[src/rtl/bus_arbiter_mux.sv]
// Registered bus source arbiter and multiplexer: picks one of NUM_SRC requesters
// (fixed priority or round-robin) and drives its word onto the bus one cycle later.
module bus_arbiter_mux #(
    parameter int unsigned DATA_W  = 32,
    parameter int unsigned NUM_SRC = 24,
    parameter int unsigned SEL_W   = 5,
    parameter int unsigned RR_MODE = 0
) (
    input  logic                      clk,
    input  logic                      clr,
    input  logic [NUM_SRC-1:0]        req,
    input  logic [NUM_SRC*DATA_W-1:0] src_data,
    input  logic                      hold,
    input  logic                      err_clr,
    output logic [DATA_W-1:0]         bus_out,
    output logic                      bus_valid,
    output logic [SEL_W-1:0]          grant_idx,
    output logic [NUM_SRC-1:0]        grant_onehot,
    output logic                      multi_req
);

    logic [DATA_W-1:0]  r_bus_out;
    logic               r_bus_valid;
    logic [SEL_W-1:0]   r_grant_idx;
    logic [NUM_SRC-1:0] r_grant_onehot;
    logic               r_multi_req;
    logic [SEL_W-1:0]   r_last_grant;

    logic               w_hold_cycle;
    logic               w_any_req;
    logic               w_multi;
    logic [SEL_W-1:0]   w_fp_idx;
    logic [SEL_W-1:0]   w_rr_idx;
    logic [SEL_W-1:0]   w_rr_start;
    logic [SEL_W-1:0]   w_gnt_idx;
    logic [SEL_W-1:0]   w_sel_idx;
    logic [DATA_W-1:0]  w_sel_data;
    logic [NUM_SRC-1:0] w_gnt_onehot;
    logic               w_fp_found;
    logic               w_rr_found;

    assign w_hold_cycle = hold && r_bus_valid;
    assign w_any_req    = |req;
    assign w_multi      = $countones(req) > 1;

    // Fixed priority: lowest set index wins.
    always_comb begin
        w_fp_idx   = '0;
        w_fp_found = 1'b0;
        for (int unsigned i = 0; i < NUM_SRC; i++) begin
            if (req[i] && !w_fp_found) begin
                w_fp_idx   = SEL_W'(i);
                w_fp_found = 1'b1;
            end
        end
    end

    assign w_rr_start = (r_last_grant == SEL_W'(NUM_SRC - 1)) ? '0 : r_last_grant + 1'b1;

    // Round-robin: scan NUM_SRC positions starting just after the last grant, wrapping.
    always_comb begin
        int unsigned v_idx;
        w_rr_idx   = '0;
        w_rr_found = 1'b0;
        for (int unsigned k = 0; k < NUM_SRC; k++) begin
            v_idx = 32'(w_rr_start) + k;
            if (v_idx >= NUM_SRC) begin
                v_idx = v_idx - NUM_SRC;
            end
            if (req[v_idx] && !w_rr_found) begin
                w_rr_idx   = SEL_W'(v_idx);
                w_rr_found = 1'b1;
            end
        end
    end

    assign w_gnt_idx = (RR_MODE != 0) ? w_rr_idx : w_fp_idx;
    assign w_sel_idx = w_hold_cycle ? r_grant_idx : w_gnt_idx;

    always_comb begin
        w_sel_data   = '0;
        w_gnt_onehot = '0;
        for (int unsigned i = 0; i < NUM_SRC; i++) begin
            if (SEL_W'(i) == w_sel_idx) begin
                w_sel_data = src_data[i*DATA_W +: DATA_W];
            end
            if (SEL_W'(i) == w_gnt_idx) begin
                w_gnt_onehot[i] = 1'b1;
            end
        end
    end

    always_ff @(posedge clk) begin
        if (!clr) begin
            r_bus_out      <= '0;
            r_bus_valid    <= 1'b0;
            r_grant_idx    <= '0;
            r_grant_onehot <= '0;
            r_multi_req    <= 1'b0;
            r_last_grant   <= SEL_W'(NUM_SRC - 1);
        end else if (w_hold_cycle) begin
            // Live re-sample of the held source; grant, pointer and error flag frozen.
            r_bus_out <= w_sel_data;
        end else begin
            if (w_any_req) begin
                r_bus_out      <= w_sel_data;
                r_bus_valid    <= 1'b1;
                r_grant_idx    <= w_gnt_idx;
                r_grant_onehot <= w_gnt_onehot;
                r_last_grant   <= w_gnt_idx;
            end else begin
                r_bus_out      <= '0;
                r_bus_valid    <= 1'b0;
                r_grant_onehot <= '0;
            end
            if (w_multi) begin
                r_multi_req <= 1'b1;
            end else if (err_clr) begin
                r_multi_req <= 1'b0;
            end
        end
    end

    assign bus_out      = r_bus_out;
    assign bus_valid    = r_bus_valid;
    assign grant_idx    = r_grant_idx;
    assign grant_onehot = r_grant_onehot;
    assign multi_req    = r_multi_req;

endmodule

[config.mk]
export PLATFORM = sky130hd
export DESIGN_NAME = bus_arbiter_mux
export DESIGN_NICKNAME = d
export VERILOG_FILES = /design/src/rtl/bus_arbiter_mux.sv
export SDC_FILE = /design/constraint.sdc
export NUM_CORES = 1
export LEC_CHECK = 0
export CORE_AREA = 2 2 337 339
export DETAILED_ROUTE_END_ITERATION = 7
export DIE_AREA = 0 0 339 341
export SLEW_MARGIN = 10
export SYNTH_ARGS = -nofsm -noshare
export SYNTH_HDL_FRONTEND = slang
export SYNTH_SLANG_ARGS = --single-unit
[constraint.sdc]
create_clock -name clk -period 5.7 [get_ports clk]
set_input_delay 0.855 -clock clk [delete_from_list [all_inputs] [get_ports clk]]
set_output_delay 0.855 -clock clk [all_outputs]
set_load 0.03 [all_outputs]
# [Yosys cells after proc, flatten, opt, wreduce, memory -nomap -nowiden]
# Index checks and enable logic that the tools add are counted.
[op_classes] addsub=23 multipliers=0 div_mod_pow=0 n_lt_le_gt_ge=1 n_eq_ne=46 n_shift=0 mux=101 n_bitwise=1 reduce_logical=53
[ops] op="2-to-1 mux 32 bit" n=26
[ops] op="2-to-1 mux 5 bit" n=22
[ops] op="equality test 4 x 5 -> 1 bit (first input constant)" n=16
[ops] op="equality test 5 bit (first input constant)" n=16
[ops] op="2-to-1 mux 1 bit" n=51
[ops] op="equality test 3 x 5 -> 1 bit (first input constant)" n=8
[ops] op="adder 1 x 1 -> 2 bit" n=12
[ops] op="logical AND 1 bit" n=24
[ops] op="2-to-1 mux 24 bit" n=1
[ops] op="OR reduction 24 bit" n=1
[ops] op="logical NOT 1 bit" n=23
[ops] op="equality test 2 x 5 -> 1 bit (first input constant)" n=4
[ops] op="adder 2 x 2 -> 3 bit" n=6
[ops] op="adder 3 x 3 -> 4 bit" n=3
[ops] op="equality test 1 x 5 -> 1 bit (first input constant)" n=2
[ops] op="logical NOT 5 bit" n=2
[ops] op="adder 5 x 4 -> 6 bit" n=1
[ops] op="greater-than comparator 6 x 1 -> 1 bit (second input constant)" n=1
[ops] op="adder 4 x 4 -> 5 bit" n=1
[ops] op="AND reduction 2 bit" n=2
[ops] op="2-to-1 mux 2 bit" n=1
[ops] op="nonzero test 2 bit" n=1
[ops] op="NOT 1 bit" n=1
[word_totals] ff_bits=63 latchBits=0 ram_bits=0 rom_bits=0 mem_count=0

# [Logic depth before layout (Yosys ltp)]
# Gate-level depths: netlist (run 1).
[logic_depth] word_depth=98 depth_mapped=18 mapped_depth_nobuf=16

# [Least setup slack after synthesis (run 1)]
# No wires, ideal clock.
[synth_timing] path_type="input -> register" startpoint="input req[17]" endpoint="register r_multi_req, in the netlist multi_req" setup_time_ns=0.128 arrival_ns=4.535 required_ns=5.572 setup_slack_ns=1.037 stages=15 n_path_buf=0 path_cell_list="fa_1 inv_1 fa_1 inv_1 fa_1 inv_1 fa_1 fa_1 inv_1 ha_1 fa_1 nor4_1 a21oi_1 a21oi_1 nor2_1"
[synth_between] elab_chain_len=7 elab_cells_between_ends=8 classes_between="add/sub (4); order compare (1); mux (1); reduce/logical (2)"
[synth_rtl] element="start, declared" line_no="11" text="input logic [NUM_SRC-1:0] req,"
[synth_rtl] element="adder 1 x 1 -> 2 bit (not written as such) (*)" line_no="44" text="assign w_multi = $countones(req) > 1;"
[synth_rtl] element="adder 2 x 2 -> 3 bit (not written as such) (*)" line_no="44"
[synth_rtl] element="adder 3 x 3 -> 4 bit (not written as such) (*)" line_no="44"
[synth_rtl] element="adder 5 x 4 -> 6 bit (not written as such) (*)" line_no="44"
[synth_rtl] element="greater-than comparator 6 x 1 -> 1 bit (*)" line_no="44"
[synth_rtl] element="nonzero test 2 bit (no source line)"
[synth_rtl] element="AND reduction 2 bit (no source line)"
[synth_rtl] element="end signal, assigned" line_no="99" text="r_multi_req <= 1'b0;"
[synth_rtl] element="end signal, assigned" line_no="117" text="r_multi_req <= 1'b1;"
[synth_rtl] element="end signal, assigned" line_no="119" text="r_multi_req <= 1'b0;"
[synth_rtl] element="end, declared" line_no="26" text="logic r_multi_req;"
# Every way passes the cells marked *; elsewhere a longest branch is shown, timed or not.
# A chain may end at the register's enable or synchronous reset.

# [Worst setup path after layout (run 1)]
[layout_timing] startpoint="input req[0]" endpoint="register r_bus_out[27], in the netlist bus_out[27]"
[layout_between] elab_chain_len=98 elab_cells_between_ends=144 classes_between="eq/ne (23); mux (73); reduce/logical (48)"
[layout_rtl] element="2-to-1 mux 1 bit" line_no="51" text="if (req[i] && !w_fp_found) begin"
[layout_rtl] element="logical NOT 1 bit" line_no="51"
[layout_rtl] element="logical AND 1 bit" line_no="51"
[layout_rtl] element="2-to-1 mux 1 bit" line_no="51"
[layout_rtl] element="logical NOT 1 bit" line_no="51"
[layout_rtl] element="logical AND 1 bit" line_no="51"
[layout_rtl] element="2-to-1 mux 1 bit" line_no="51"
[layout_rtl] element="logical NOT 1 bit" line_no="51"
[layout_rtl] element="[... 59 more ...]"
[layout_rtl] element="logical NOT 1 bit" line_no="51"
[layout_rtl] element="logical AND 1 bit" line_no="51"
[layout_rtl] element="2-to-1 mux 5 bit" line_no="51"
[layout_rtl] element="2-to-1 mux 5 bit" line_no="78" text="assign w_sel_idx = w_hold_cycle ? r_grant_idx : w_gnt_idx;"
[layout_rtl] element="logical NOT 5 bit" line_no="84" text="if (SEL_W'(i) == w_sel_idx) begin"
[layout_rtl] element="2-to-1 mux 32 bit (24 in series)" line_no="84"
[layout_rtl] element="2-to-1 mux 32 bit" line_no="105" text="if (w_any_req) begin"
[layout_rtl] element="2-to-1 mux 32 bit (*)" line_no="101" text="end else if (w_hold_cycle) begin"
[layout_rtl] element="end signal, assigned" line_no="103" text="r_bus_out <= w_sel_data;"
[layout_rtl] element="end signal, assigned" line_no="106" text="r_bus_out <= w_sel_data;"
[layout_rtl] element="end, declared" line_no="22" text="logic [DATA_W-1:0] r_bus_out;"
# Marked as above.

==> qor.csv, run 1 <==
metric,value,unit
status,finished clean,
RR Endpoint,bus_out[27],
Die H,341,µm
gr ovfl total,0,
RSZ-0062 raised after global routing,no,
Hold WC Path Type,reg2reg,
First-pass DRT Iterations,6,
yosys warns,0,
Worst Path Arrival,5.68,ns
CP required,5.94,ns
Mapped Cells,1515,
DP Worst Slack,-0.288,ns
maximum VDD drop,0.155,mV
Worst R2R Start,bus_valid,
Setup crit start kind,primary input,
Vias,17600,
Power Dens Cells,148,mW/mm²
critical path's slowest cell,a2111oi_0,
most frequent CP cell,buf_4,
# H-tree levels,3,
Routability Congestion,0.928,
first-pass GRT wire length,183,mm
Crit path max-delay family,compound AO/OA/AOI/OAI gates,
Final Core Density,0.194,
CP Class,in2reg,
max-slew violations,0,
WHS Path Cells,2,
crit-path max cell delay,0.86,ns
die area,0.116,mm²
crit-path cells,clkdlybuf4s50_1 > inv_1 > ha_1 > nor3b_1 > buf_4 > and4_1 > o2111ai_1 > a41oi_4 > buf_4 > nor2_4 > buf_4 > a222oi_1 > a21oi_1 > a2111oi_0 > a21oi_1,
Area Growth Syn to Fin,118,%
Fmax,0.184,GHz
Netlist cell types,84,
routed len/inst,37.0,µm
Initial Util,0.0891,
ratio of cells with drive above 1 in the final layout,0.102,
Netlist Area Pre-Place,0.00997,mm²
Core Footprint,0.112,mm²
Max Cap Viol,0,
Slew headroom,0.311,
TritonCTS clock tree,yes,
CP Buf/Inv Count,5,
Pleak,0.00765,µW
Crit. End Element,register,
TNS Setup,0,ns
post-detail-place hpwl,126,mm
Tcrit/Tclk final,0.954,
syn nets,2336,
DRC Markers,0,
post-route minimum period,5.44,ns
Post-CTS Setup Inserts,0,
"Max FO, Critical Path",11,
# fillers,12700,
Hold Buf Count CTS,0,
TritonCTS Buffers,9,
syn avg cell area,6.58,µm²
Multi-input gate area,0.00802,mm²
Antenna Nets Post-Route,0,
Setup Skew,0.0163,ns
post-CTS sizing,0,
Hold Path End,grant_onehot[16],
initial antenna violation count,85,
largest net degree at the start of global routing,59,
asr flop ratio synth,0,
clock buffer depth,2,
clk_lat worst skew,0.40,ns
vias in the first global route,17500,
FF+latch area,0.00126,mm²
All-Layer GR Usage,0.242,
clock-pin slew on the worst setup and hold paths,0.08,ns
FP Rows,123,
I/O Buffers,858,
most frequently used flop master after synthesis,dfxtp_1,
Final nets,3237,
FF-to-FF path depth,10,
Yosys reg bits,63,
Die X,339,µm
Reg2Reg Setup Slack,1.37,ns
I/O pin count,859,
sequential area share after synthesis,0.126,
DRT iter0 DRCs,1802,
clock net sink count,63,
worst setup margin,0.262,ns
CTS Root Cell,clkbuf_16,
Least-Margin Pin Slew,1.03,ns
setup violators final,0,
min-delay src,grant_onehot[16],
number of synthesized flops with an enable pin,0,
DRT Wirelength,146,mm
Vias/cell,4.48,
Fin. Hold Viols,0,
[area by class of cell]
class                   instances  share of cell area
multi-input cells            1281               0.369
inverters                      34             0.00587
well taps                    1500              0.0863
repair buffers               1027               0.464
diodes                         19             0.00219
clock inverters                 6             0.00386
clock buffers                  10              0.0105
flip-flops and latches         63              0.0580
[metrics by stage]
step / hold slack (ns) / power (µW) / cell area [µm²] / instances
2_1_floorplan: 0.614 / 1220 / 9970 / 1515
3_3_place_gp: 0.482 / 2580 / 21400 / 3905
3_5_place_dp: 0.492 / 2560 / 21400 / 3905
4_1_cts: 0.505 / 3270 / 21700 / 3921
5_1_grt: 0.531 / 3380 / 21700 / 3927
6_report: 0.511 / 3210 / 21700 / 3940
[state kept, by name (all words and copies together) (netlist names)]
| register | count |
|---|---|
| grant_idx | 5 |
| bus_valid | 1 |
| multi_req | 1 |
| grant_onehot | 24 |
| bus_out | 32 |
[tightest hold or removal path, stage by stage, from the launching register on]
cell     delay (ns)
dfxtp_1        0.32
a22oi_1        0.08
nor2_1         0.07
[worst max-delay path by stage]
stage,start,endpoint,slack [ns],cells after the start
2_1_floorplan,req[17],multi_req,1.04,15
3_3_place_gp,req[0],bus_out[12],-0.31,17
3_5_place_dp,req[0],bus_out[12],-0.29,17
4_1_cts,req[0],bus_out[12],0.12,17
5_1_grt,req[0],bus_out[27],0.1,15
6_report,req[0],bus_out[27],0.26,15
[cells in the mapped netlist, drive strengths merged (4+ instances only)]
master | number | area share
fa | 17 | 0.034
o31a | 5 | 0.0044
a21o | 10 | 0.0075
a41oi | 5 | 0.0059
dfxtp | 63 | 0.13
nor3 | 31 | 0.019
mux2 | 13 | 0.015
clkbuf | 36 | 0.014
a32oi | 7 | 0.0061
o21ai | 150 | 0.076
a222oi | 23 | 0.023
a31oi | 44 | 0.028
o2111ai | 6 | 0.0059
ha | 8 | 0.010
nand2 | 236 | 0.089
mux2i | 26 | 0.026
a221oi | 35 | 0.031
a22o | 12 | 0.011
o211ai | 19 | 0.015
o221ai | 13 | 0.011
nand4 | 9 | 0.0072
a2111oi | 7 | 0.0061
a211o | 7 | 0.0061
o21a | 11 | 0.0083
o22ai | 26 | 0.016
a21oi | 174 | 0.088
and2 | 4 | 0.0025
o31ai | 9 | 0.0068
a211oi | 15 | 0.013
a221o | 15 | 0.015
nor2b | 5 | 0.0031
a22oi | 70 | 0.053
nand3 | 56 | 0.029
nor2 | 136 | 0.052
buf | 101 | 0.056
inv | 33 | 0.012
and3 | 16 | 0.010
a31o | 4 | 0.0035
nor4 | 16 | 0.017
[cell usage in the layout (no fill, tap or decap), drive strengths merged, types with 31 or more instances in the layout]
cell and n:
a21oi 174, a221oi 35, a22oi 70, a31oi 44, buf 169, clkdlybuf4s50 858, dfxtp 63, inv 34
nand2 236, nand3 56, nor2 136, nor3 31, o21ai 150
[metal layers]
layer | wire length [µm] | vias to the layer above | GRT usage | share of wire
li1 | - | 7655 | - | -
met2 | 69800 | 1030 | 0.414 | 0.48
met1 | 61500 | 8698 | 0.307 | 0.42
met3 | 11400 | 201 | 0.0638 | 0.078
met4 | 2710 | 56 | 0.0409 | 0.019
met5 | 368 | - | 0 | 0.0025
[power by group]
group | internal [µW] | leakage, µW | total, µW | switching [µW]
registers | 477 | 0.000518 | 497 | 19.3
logic | 951 | 0.00697 | 2040 | 1090
clock network | 383 | 0.000157 | 668 | 285
[cells by family (layout without fill, tap and decap cells)]
logic type,after synthesis,after routing,share of synthesized area
buffers and inverters,171,1077,0.0828
muxes,39,39,0.0408
adders and majority gates,25,25,0.0442
and+or+nand+nor,521,521,0.238
AOI/OAI and AO/OA,696,696,0.468
other,0,19,0
DFF,63,63,0.126
Note: power is estimated with default switching activity, not from simulation.
==> run 2: changes to the inputs <==
--- a/config.mk
+++ b/config.mk
@@ -5,9 +5,11 @@
 export SDC_FILE = /design/constraint.sdc
 export NUM_CORES = 1
 export LEC_CHECK = 0
+export ABC_CLOCK_PERIOD_IN_PS = 5700
 export CORE_AREA = 2 2 337 339
 export DETAILED_ROUTE_END_ITERATION = 7
 export DIE_AREA = 0 0 339 341
+export HOLD_SLACK_MARGIN = 0.1
 export SLEW_MARGIN = 10
 export SYNTH_ARGS = -nofsm -noshare
 export SYNTH_HDL_FRONTEND = slang
==> results of run 2 <==
Final layout, timing and power as in run 1 (identical DEF).
==> run 3: changes to the inputs <==
--- a/config.mk
+++ b/config.mk
@@ -9,8 +9,11 @@
 export CORE_AREA = 2 2 337 339
 export DETAILED_ROUTE_END_ITERATION = 7
 export DIE_AREA = 0 0 339 341
+export GPL_TIMING_DRIVEN = 0
 export HOLD_SLACK_MARGIN = 0.1
+export PLACE_DENSITY_LB_ADDON = 0.12
 export SLEW_MARGIN = 10
 export SYNTH_ARGS = -nofsm -noshare
 export SYNTH_HDL_FRONTEND = slang
 export SYNTH_SLANG_ARGS = --single-unit
+export TNS_END_PERCENT = 1
==> qor.csv, run 3 (synthesis results as in run 1) <==
metric,value,unit,change
status,"finished, violations left",,
failing checks,setup timing,,
RSZ-0062 raised after global routing,no,,
first-pass GRT wire length,211,mm,+15%
I/O Buffers,858,,unchanged
TritonCTS clock tree,yes,,
setup violators final,1,,+1
initial antenna violation count,74,,-13%
Vias,18600,,+5.2%
DRC Markers,0,,unchanged
post-route minimum period,5.74,ns,+0.301 ns
vias in the first global route,19000,,+8.5%
Hold WC Path Type,reg2reg,,
Tcrit/Tclk final,1.01,,+0.0528
Setup crit start kind,primary input,,
grt peak-use layer,met2,,
largest net degree at the start of global routing,12,,-80%
All-Layer GR Usage,0.281,,+0.0396
max-slew violations,0,,unchanged
post-detail-place hpwl,139,mm,+11%
Antenna Nets Post-Route,0,,unchanged
"most common cell after layout, fill and taps aside",clkdlybuf4s50_1,,
CP Class,in2reg,,
Core Footprint,0.112,mm²,unchanged
Crit. End Element,register,,
"Max FO, Critical Path",9,,-2
Overall Power,3380,µW,+5.4%
routed len/inst,43.2,µm,+17%
First-pass DRT Iterations,5,,-1
Final nets,3211,,-0.80%
Slew headroom,0.164,,-0.147
clock-pin slew on the worst setup and hold paths,0.06,ns,-0.02 ns
met2 GRT Util,0.487,,+0.0730
Die H,341,µm,unchanged
maximum VDD drop,0.153,mV,-1.5%
Worst Path Arrival,6.06,ns,+0.38 ns
Setup Skew,0.0185,ns,+0.00215 ns
Power Dens Cells,159,mW/mm²,+7.5%
clock net sink count,63,,unchanged
Area Growth Syn to Fin,114,%,
most frequent cells in the layout,"858 x clkdlybuf4s50_1, 229 x nand2_1, 170 x a21oi_1",,
clk_lat worst skew,0.41,ns,about the same
TritonCTS Buffers,9,,unchanged
# H-tree levels,3,,unchanged
number of flip-flops in the largest register,32,,unchanged
Max Cap Viol,0,,unchanged
DRT iter0 DRCs,1867,,+3.6%
Routability Congestion,0.909,,-2.0%
I/O pin count,859,,unchanged
Least-Margin Pin Slew,1.25,ns,+0.221 ns
clock buffer depth,2,,unchanged
Pleak,0.00734,µW,-4.1%
TNS Setup,-0.0387,ns,-0.0387 ns
met1 GRT Util,0.341,,+0.0343
DRT Wirelength,169,mm,+16%
Vias/cell,4.74,,+5.9%
Fin. Hold Viols,0,,unchanged
Die X,339,µm,unchanged
Initial Util,0.0891,,unchanged
worst setup margin,-0.0387,ns,-0.301 ns
CP required,6.03,ns,+0.09 ns
Min Hold Slack,0.500,ns,-0.0106 ns
DP Worst Slack,-2.06,ns,-1.77 ns
FP Rows,123,,unchanged
CTS Root Cell,clkbuf_16,,
Fmax,0.174,GHz,-5.2%
M3 GR Usage,0.0736,,+0.00986
gr ovfl total,0,,unchanged
die area,0.116,mm²,unchanged
ratio of cells with drive above 1 in the final layout,0.0948,,-0.00724
-- run 3: changes by cell type in the layout (fill, tap and decap cells not counted), moves of 9 or more --
cell	delta
buf_12	-19
buf_2	+47
clkbuf_2	+11
buf_6	+9
buf_4	-108
clkbuf_1	+24
-- run 3: where the power goes --
part	leakage [µW]	total, µW	internal, µW	switching [µW]
Combinational	0.00667	2220	921	1300
Clock	0.000149	668	382	286
Sequential	0.000518	495	477	17.9
Total	0.00734	3380	1780	1600
-- run 3: area by class of cell --
type / instances / area (µm²)
Inverter: 34 / 128
Clock inverter: 6 / 85.1
Tap cell: 1500 / 1880
Antenna cell: 20 / 50.0
Sequential cell: 63 / 1260
Clock buffer: 10 / 229
Buffer: 137 / 830
Timing Repair Buffer: 864 / 8640
Fill cell: 12800 / 90600
Multi-Input combinational cell: 1281 / 8210
-- run 3: path summary, 6_finish.rpt --
| check | from | to | slack, ns | cells past startpoint |
|---|---|---|---|---|
| hold / removal | multi_req | multi_req | 0.50 | 2 |
| setup / recovery | req[12] | bus_out[12] | -0.04 | 12 |
| setup reg to reg | bus_valid | bus_out[6] | 1.18 | 11 |
| hold reg to reg | multi_req | multi_req | 0.50 | 2 |
-- run 3: layer usage --
metal / wire length (µm) / share of wire
met1: 69100 / 0.41
met2: 81000 / 0.48
met3: 12900 / 0.076
met4: 5820 / 0.034
met5: 417 / 0.0025
-- run 3: metrics by stage --
step | utilization | area (µm²) | instances
after floorplan | - | 9970 | 1515
after global placement | 0.183 | 20400 | 3873
after detailed placement | 0.183 | 20500 | 3877
after CTS | 0.189 | 21200 | 3895
after global routing | 0.190 | 21300 | 3901
final | 0.191 | 21300 | 3915
-- run 3: worst max-delay path: stages --
cell and delay [ns]:
clkdlybuf4s50_1 0.63, or4_4 0.69, a21oi_2 0.30, o211a_1 0.25
a21o_1 0.13, clkbuf_1 0.47, nand3_1 0.59, nor2_2 0.77
a221oi_1 0.28, a221o_1 0.52, a31oi_1 0.36, o31a_1 0.19
-- run 3: timing repair --
item / 4_1_cts / 5_1_grt
setup buffers: 2 / 0
pin swaps: 2 / 1
endpoints found under the hold margin: 0 / 0
resized for setup: 88 / 22
hold buffers: 0 / 0
setup endpoints to repair: 32 / 30
